### src/rtl/dport_uart.sv
// Debug-port serializer: up to two bytes/clock into a FIFO, sent as 8N1 frames on tx.
// Two-cycle start latency from write to start bit; bytes that find no free slot are dropped and flagged.
module dport_uart #(
    parameter int CLK_DIV    = 868,
    parameter int DEPTH_LOG2 = 4
) (
    input  logic                  clk,
    input  logic                  rst,
    input  logic                  wr1,
    input  logic [7:0]            data1,
    input  logic                  wr2,
    input  logic [7:0]            data2,
    input  logic                  done_in,
    output logic                  tx,
    output logic                  busy,
    output logic [DEPTH_LOG2:0]   level,
    output logic                  overflow,
    output logic                  drained
);

    localparam int DEPTH = 1 << DEPTH_LOG2;
    localparam int BW    = $clog2(CLK_DIV);
    localparam int LW    = DEPTH_LOG2 + 1;
    localparam logic [BW-1:0] BAUD_LAST = BW'(CLK_DIV - 1);
    localparam logic [LW-1:0] DEPTH_V   = LW'(DEPTH);
    localparam logic [LW-1:0] ONE_V     = LW'(1);
    localparam logic [LW-1:0] TWO_V     = LW'(2);

    typedef enum logic [1:0] {S_IDLE, S_START, S_DATA, S_STOP} state_t;

    logic [7:0]            mem_q [DEPTH];
    logic [DEPTH_LOG2-1:0] wptr_q, wptr_d, rptr_q, rptr_d, wptr_nx;
    logic [LW-1:0]         level_q, level_d, free_slots;
    logic                  overflow_q, overflow_d;
    logic                  done_seen_q, done_seen_d;
    logic                  drained_q, drained_d;
    logic                  tx_q, tx_d;
    logic                  busy_q, busy_d;
    state_t                state_q, state_d;
    logic [BW-1:0]         baud_q, baud_d;
    logic [2:0]            bit_q, bit_d;
    logic [7:0]            shift_q, shift_d;
    logic                  take1, take2, pop, bit_end;
    logic [7:0]            first_byte;

    assign pop     = (state_q == S_IDLE) && (level_q != '0);
    assign bit_end = (baud_q == BAUD_LAST);
    assign wptr_nx = wptr_q + DEPTH_LOG2'(1);

    // Free space is judged on the pre-pop level, so a same-cycle pop never makes room.
    always_comb begin
        free_slots  = DEPTH_V - level_q;
        take1       = wr1 && (free_slots >= ONE_V);
        take2       = wr2 && (free_slots >= (wr1 ? TWO_V : ONE_V));
        first_byte  = take1 ? data1 : data2;
        wptr_d      = wptr_q + DEPTH_LOG2'(take1) + DEPTH_LOG2'(take2);
        rptr_d      = rptr_q + DEPTH_LOG2'(pop);
        level_d     = level_q + LW'(take1) + LW'(take2) - LW'(pop);
        overflow_d  = overflow_q | (wr1 & ~take1) | (wr2 & ~take2);
        done_seen_d = done_seen_q | done_in;
        drained_d   = done_seen_q && (level_q == '0) && (state_q == S_IDLE);
    end

    always_ff @(posedge clk) begin
        if (take1 || take2) mem_q[wptr_q]  <= first_byte;
        if (take1 && take2) mem_q[wptr_nx] <= data2;
    end

    always_comb begin
        state_d = state_q;
        baud_d  = baud_q;
        bit_d   = bit_q;
        shift_d = shift_q;
        case (state_q)
            S_IDLE: begin
                if (pop) begin
                    shift_d = mem_q[rptr_q];
                    baud_d  = '0;
                    state_d = S_START;
                end
            end
            S_START: begin
                if (bit_end) begin
                    baud_d  = '0;
                    bit_d   = '0;
                    state_d = S_DATA;
                end else begin
                    baud_d = baud_q + BW'(1);
                end
            end
            S_DATA: begin
                if (bit_end) begin
                    baud_d  = '0;
                    shift_d = {1'b0, shift_q[7:1]};
                    if (bit_q == 3'd7) state_d = S_STOP;
                    else               bit_d   = bit_q + 3'd1;
                end else begin
                    baud_d = baud_q + BW'(1);
                end
            end
            S_STOP: begin
                if (bit_end) begin
                    baud_d  = '0;
                    state_d = S_IDLE;
                end else begin
                    baud_d = baud_q + BW'(1);
                end
            end
            default: state_d = S_IDLE;
        endcase

        // tx and busy are registered from the next state so they line up with it.
        tx_d   = 1'b1;
        busy_d = (state_d != S_IDLE);
        case (state_d)
            S_START: tx_d = 1'b0;
            S_DATA:  tx_d = shift_d[0];
            default: tx_d = 1'b1;
        endcase
    end

    always_ff @(posedge clk or negedge rst) begin
        if (!rst) begin
            wptr_q      <= '0;
            rptr_q      <= '0;
            level_q     <= '0;
            overflow_q  <= 1'b0;
            done_seen_q <= 1'b0;
            drained_q   <= 1'b0;
            tx_q        <= 1'b1;
            busy_q      <= 1'b0;
            state_q     <= S_IDLE;
            baud_q      <= '0;
            bit_q       <= '0;
            shift_q     <= '0;
        end else begin
            wptr_q      <= wptr_d;
            rptr_q      <= rptr_d;
            level_q     <= level_d;
            overflow_q  <= overflow_d;
            done_seen_q <= done_seen_d;
            drained_q   <= drained_d;
            tx_q        <= tx_d;
            busy_q      <= busy_d;
            state_q     <= state_d;
            baud_q      <= baud_d;
            bit_q       <= bit_d;
            shift_q     <= shift_d;
        end
    end

    assign tx       = tx_q;
    assign busy     = busy_q;
    assign level    = level_q;
    assign overflow = overflow_q;
    assign drained  = drained_q;

endmodule

### config.mk
export PLATFORM = sky130hd
export DESIGN_NAME = dport_uart
export DESIGN_NICKNAME = d
export VERILOG_FILES = /design/src/rtl/dport_uart.sv
export SDC_FILE = /design/constraint.sdc
export NUM_CORES = 1
export LEC_CHECK = 0
export ABC_AREA = 1
export BUFFER_PORTS_ARGS = -buffer_cell sky130_fd_sc_hd__buf_2
export CAP_MARGIN = 10
export CORE_AREA = 2 2 128 130
export DETAILED_ROUTE_END_ITERATION = 10
export DIE_AREA = 0 0 130 132
export PLACE_DENSITY = 0.81
export SYNTH_ARGS = -nofsm -noshare
export SYNTH_HDL_FRONTEND = slang
export SYNTH_SLANG_ARGS = --single-unit
### constraint.sdc
create_clock -name clk -period 3.46 [get_ports clk]
set_input_delay 0.346 -clock clk [delete_from_list [all_inputs] [get_ports clk]]
set_output_delay 0.346 -clock clk [all_outputs]
set_load 0.01 [all_outputs]
==> results of run 1 <==
-- cells in the final DEF (no fill, tap or decap), types with 2 or more instances in the layout --
cell,Yosys,final
fa_1,3,3
nand4_1,2,2
nand3_1,163,163
buf_4,6,10
a21oi_1,6,6
o211ai_1,25,25
nand3_4,10,10
nand2_2,10,10
clkinv_1,2,6
nand3_2,7,7
or2_2,3,3
nor2_4,1,2
inv_1,58,58
o22ai_1,5,5
buf_2,20,29
nor3_1,3,3
inv_2,8,8
o21ai_0,70,70
clkinv_2,0,4
dfrtp_1,40,39
o21ai_1,6,6
bufinv_16,0,2
nand2_1,391,391
o221ai_1,3,3
xor2_1,9,9
edfxtp_1,128,128
clkbuf_16,0,17
ha_1,17,17
inv_6,0,2
nor2_1,115,115
-- what timing repair did --
action,4_1_cts,5_1_grt
resized for setup,0,1
setup buffers,0,0
hold buffers,0,0
endpoints found under the setup margin,0,1
-- cells by family after synthesis --
logic type | after synthesis
AOI/OAI and AO/OA | 121
xor gates and xnor gates | 10
adders and majority gates | 20
buffers and inverters | 137
DFF | 169
muxes | 1
and+or+nand+nor | 710
-- per-stage QoR --
stage	instance area, sq um	setup slack [ns]
after floorplan	9720	0.277
after global placement	9860	0.243
after detailed placement	9860	0.180
after CTS	10400	0.160
after global routing	10400	0.0267
final	10400	0.205
-- power groups by stage --
stage | Sequential [mW] | Combinational (mW) | Clock [mW]
final | 2.80 | 1.90 | 1.86
after global routing | 2.83 | 2.09 | 1.94
after CTS | 2.80 | 1.85 | 1.84
after detailed placement | 2.84 | 1.84 | 0
after global placement | 2.83 | 1.80 | 0
after floorplan | 2.82 | 1.36 | 0
-- metal layers --
layer / up-vias / track usage, % / routed length [um]
met4: 0 / 16.3 / 1370
li1: 3883 / - / -
met3: 114 / 6.86 / 2990
met1: 3778 / 41.0 / 9500
met2: 579 / 49.7 / 12500
met5: - / 0 / 0
-- state kept, by name, summed over array words and instances (netlist names) --
| name | flops |
|---|---|
| busy | 1 |
| level | 5 |
| done_seen_q | 1 |
| rptr_q | 4 |
| shift_q | 8 |
| baud_q | 10 |
| wptr_q | 4 |
| tx | 1 |
| mem_q | 128 |
| drained | 1 |
| bit_q | 3 |
| overflow | 1 |
| state_q | 2 |
-- worst max-delay path, stage by stage (launching register included) --
cell and delay [ns]:
dfrtp_1 0.44, inv_1 0.12, ha_1 0.23, nand2_1 0.07
inv_1 0.04, ha_1 0.26, and3_4 0.19, nand3_2 0.13
nand2_8 0.16, ha_1 0.26, fa_1 0.42, fa_1 0.42
o31ai_1 0.29, xor2_1 0.16
-- final cells by class --
cell class,count,area share [%]
flip-flops and latches,169,46.7
clock inverters,14,1.24
repair buffers,40,2.30
well taps,216,2.59
clock buffers,18,4.11
multi-input cells,862,40.5
inverters,69,2.51
-- worst paths after layout --
kind                                    end  startpoint  slack [ns]  cells after the start
worst max-delay path               level[4]    level[1]        0.20                     13
worst min-delay path              baud_q[9]         rst        0.06                      1
worst max register to register     level[4]    level[1]        0.20                     13
worst min register to register     overflow    overflow        0.47                      1
max in group asynchronous         rptr_q[0]         rst        2.75                      1
min in group clk                done_seen_q     done_in        0.10                      2
==> key figures, run 1 <==
Setup path
  – Critical path type: register to register
  – Worst EP arrival: 3.62 ns
  – CP Capture Type: register
  – CP Launch Type: register
  – Critical-path maximum fanout: 13
  – Worst path required time: 3.83 ns

Global routing
  – GRT Total Usage: 31.5%
  – Vias in the first global route: 7791
  – Antenna violations before repair: 0
  – First-pass GRT wire length: 41.0 mm
  – Largest net degree at the start of global routing: 129
  – Grt total ovfl: 0

Routing
  – Detailed-route via count: 8354
  – Antenna viol nets, final: 0
  – Routed Wire Length: 26.3 mm
  – # DRC: 0
  – Drt wl/cell: 19.0 um
  – DR vias/cell: 6.02
  – 1st-iter DRT viols: 1012
  – Drt first pass iters: 6

Final layout
  – Layout Cells excl Fill: 1388
  – # fillers: 1244
  – Sequential cell area: 0.00487 sq mm
  – Core Util, Final: 66.4%
  – Nets: 1200
  – Synth-to-Final Area Change: 7.33%
  – Layout cells sized above 1: 9.81%
  – Multi-input combinational cell area: 0.00423 sq mm
  – N_diodes: 0

Power and ir drop
  – Logic gate share of total power: 28.9%
  – Reg power frac: 42.8%
  – Power Dens Cells: 629 mW/mm^2
  – Sw Ratio: 35.4%
  – Leakage: 4.52 nW
  – Pwr Total: 6.56 mW
  – Clk network pwr share: 28.3%
  – NetSw: 2.32 mW
  – Peak supply drop: 0.670 mV
  – Cell-internal power: 4.24 mW

Run
  – Max Cap Viol: 0

Logic synthesis
  – Syn Nets: 1209
  – Main combinational cell family by area after synthesis: simple AND/OR/NAND/NOR gates
  – Synth Area in Adders: 2.81%
  – Most frequent cell after synthesis: nand2_1
  – #FFs+latches synth: 169
  – Post-Synthesis Cell Area: 0.00972 sq mm
  – Sequential fraction of the synthesis area: 50.1%
  – Ranking of synthesized cells by area: edfxtp_1 40%, nand2_1 15%, dfrtp_1 10%
  – Leading area contributor after synthesis: edfxtp_1
  – Syn avg cell area: 8.32 sq um
  – Simple logic cell fraction of the synthesized area: 32.3%
  – Compound-Gate Fraction of Synth Area: 7.26%
  – Synth Area in XOR/XNOR: 0.901%
  – Top-area cell type share of the netlist area: 39.5%
  – Cells after synthesis: 1168
  – Ys async rst share: 24.3%
  – Yosys warns: 0
  – Commonest cells post-synth: 391 x nand2_1, 163 x nand3_1, 128 x edfxtp_1, 115 x nor2_1, 70 x o21ai_0
  – Post-synth EDFFs: 128
  – Netlist cell types: 45
  – Main synth FF type: edfxtp_1
  – Multiplexer share of the synthesized area: 0.103%

Floorplanning
  – Die Ht: 132 um
  – Initial Util: 61.9%
  – Area of the die: 0.0172 sq mm
  – Die width: 130 um
  – Core Rows: 46
  – IO Pins: 30
  – Core area: 0.0157 sq mm

Placement
  – DPL Wire Length: 15.9 mm
  – # port buffers: 29
  – Routability cong.: 0.910
  – Placed insts: 1356

Timing
  – Setup Skew: 0.0109 ns
  – Fmax: 0.307 GHz
  – Worst Max-Slew Pin Slew: 0.959 ns
  – Final setup fails: 0
  – Hold Vio Cnt, Final: 0
  – Hold_ws: 0.0580 ns
  – Max-slew headroom: 36.1%
  – Fin. max-slew vios: 0
  – Final worst path period need: 3.26 ns
  – Unrepaired setup endpoints after global routing: no
  – Setup TNS: 0 ns
  – Final Cycle Share: 94.1%

Clocking
  – CTS tree: yes
  – Root Buffer: clkbuf_16
  – Clock-pin slew on the worst setup and hold paths: 0.06 ns
  – Longest Clk Path Bufs: 2
  – Htree depth: 4
  – Total CTS buffers: 17
  – # clock sinks: 169
  – Clock Latency Late Sink: 0.44 ns

Min path
  – Worst min path class: primary input to async pin

Outcome
  – Status: complete, no violations
(Power assumes the default switching activity.)
==> run 2, diff against run 1 <==
--- a/config.mk
+++ b/config.mk
@@ -8,9 +8,9 @@
 export ABC_AREA = 1
 export BUFFER_PORTS_ARGS = -buffer_cell sky130_fd_sc_hd__buf_2
 export CAP_MARGIN = 10
-export CORE_AREA = 2 2 128 130
+export CORE_AREA = 2 2 117 142
 export DETAILED_ROUTE_END_ITERATION = 10
-export DIE_AREA = 0 0 130 132
+export DIE_AREA = 0 0 119 144
 export PLACE_DENSITY = 0.81
 export SYNTH_ARGS = -nofsm -noshare
 export SYNTH_HDL_FRONTEND = slang
==> run 2 against run 1 <==
Die area shrank 0.14%; global-route usage increased by 0.87 points; via count is 1.1% higher; clock-buffer cell count grew 7; power increased by 1.6%.
==> key figures, run 2 (same netlist as run 1, synthesis figures left out) <==
Outcome
  – Status: complete, no violations

Setup path
  – CP Capture Type: register
  – Critical-path maximum fanout: 5
  – Worst R2R Start: level[1]
  – Register-to-Register Path Depth: 13
  – CP Launch Type: register
  – Reg-to-reg endpoint: level[4]
  – Worst EP arrival: 3.53 ns
  – Worst path required time: 3.82 ns
  – R2R Setup Slk: 0.29 ns
  – Critical path type: register to register

Final layout
  – # fillers: 1262
  – Largest register FFs: 128
  – Core Util, Final: 66.4%
  – Commonest non-fill, non-tap cell in the layout: nand2_1
  – Biggest regs: mem_q: 128 flops, baud_q: 10 flops, shift_q: 8 flops
  – Layout cells sized above 1: 11.0%
  – Layout Cells excl Fill: 1395
  – Commonest non-fill, non-tap cells in the layout: 391 x nand2_1, 163 x nand3_1, 128 x edfxtp_1
  – Synth-to-Final Area Change: 8.57%
  – Nets: 1211
  – N_diodes: 0
  – Register bank with the most flops: mem_q

Placement
  – # port buffers: 29
  – Setup WS pre-CTS: 0.285 ns
  – Routability cong.: 0.865
  – Placed insts: 1363
  – DPL Wire Length: 16.8 mm

Global routing
  – First-pass GRT wire length: 42.3 mm
  – Grt total ovfl: 0
  – Antenna violations before repair: 0
  – Vias in the first global route: 8241
  – Largest net degree at the start of global routing: 129
  – GRT Total Usage: 32.4%

Timing
  – Worst Max-Slew Pin Slew: 0.897 ns
  – Unrepaired setup endpoints after global routing: no
  – Setup Skew: 0.0136 ns
  – Final setup fails: 0
  – Fmax: 0.316 GHz
  – Max-slew headroom: 40.0%
  – Hold Vio Cnt, Final: 0
  – Final Cycle Share: 91.6%
  – Final worst slack: 0.291 ns
  – Final worst path period need: 3.17 ns
  – Fin. max-slew vios: 0
  – Setup TNS: 0 ns

Floorplanning
  – Initial Util: 61.2%
  – Core area: 0.0159 sq mm
  – Die Ht: 144 um
  – Core Rows: 51
  – Die width: 119 um
  – Area of the die: 0.0171 sq mm
  – IO Pins: 30

Clocking
  – CTS Hold Buffers Added: 0
  – Root Buffer: clkbuf_16
  – Htree depth: 4
  – Post-CTS sizing: 0
  – Clock-pin slew on the worst setup and hold paths: 0.06 ns
  – CTS tree: yes
  – Longest Clk Path Bufs: 2
  – Total CTS buffers: 17
  – Clock Latency Late Sink: 0.44 ns
  – # clock sinks: 169
  – Post-CTS Setup Repair Bufs: 0

Power and ir drop
  – Power Dens Cells: 631 mW/mm^2
  – Leakage: 4.60 nW
  – Peak supply drop: 0.424 mV

Routing
  – Routed Wire Length: 27.0 mm
  – Detailed-route via count: 8448
  – DR vias/cell: 6.06
  – 1st-iter DRT viols: 1187
  – Drt first pass iters: 6
  – # DRC: 0
  – Antenna viol nets, final: 0
  – Drt wl/cell: 19.3 um

Run
  – Max Cap Viol: 0

Min path
  – Worst min path class: primary input to async pin
[run 2: metal layers]
| layer | up-vias | GRT usage [%] | share of wire, % | routed length (um) |
|---|---|---|---|---|
| li1 | 3902 | - | - | - |
| met1 | 3905 | 37.5 | 34 | 9160 |
| met2 | 522 | 55.4 | 50 | 13400 |
| met3 | 119 | 5.60 | 9.9 | 2670 |
| met5 | - | 0 | 0 | 0 |
| met4 | 0 | 21.9 | 6.3 | 1700 |
[run 2: power by group]
part           internal (mW)  leakage (nW)  switching [mW]
clock                   1.11         0.300           0.813
sequential              2.67          1.66           0.154
combinational          0.549          2.64            1.37
total                   4.32          4.60            2.34
[run 2: worst max path at each step]
stage	from	end	slack, ns	cells after the start
detailed placement	level[1]	level[4]	0.28	13
finish	level[1]	level[4]	0.29	13
global route	level[1]	level[4]	0.07	13
global placement	level[1]	level[4]	0.36	13
floorplan	level[1]	level[4]	0.28	14
CTS	level[1]	level[4]	0.27	13
[run 2: area by class of cell]
cell class / instances / area (sq um) / share of cell area, %
clock buffers: 25 / 547 / 5.18
clock inverters: 7 / 51.3 / 0.486
inverters: 69 / 262 / 2.48
flip-flops and latches: 169 / 4870 / 46.2
repair buffers: 51 / 335 / 3.18
well taps: 212 / 265 / 2.51
multi-input cells: 862 / 4220 / 40.0
[run 2: worst max-delay path: stages (launching register included)]
cell,delay [ns]
dfrtp_1,0.45
inv_1,0.12
ha_1,0.22
nand2_1,0.06
inv_1,0.04
ha_1,0.27
and3_4,0.19
nand3_2,0.08
nand2_4,0.05
ha_1,0.28
fa_1,0.44
fa_1,0.42
o31ai_1,0.31
xor2_1,0.16
[run 2: through the flow]
stage | hold slack [ns] | cell area (sq um) | power (mW)
4_1_cts | 0.0620 | 10600 | 6.62
5_1_grt | 0.109 | 10600 | 6.94
3_3_place_gp | 0.447 | 9950 | 4.66
2_1_floorplan | 0.0504 | 9720 | 4.18
6_report | 0.0317 | 10600 | 6.66
3_5_place_dp | 0.453 | 9950 | 4.74
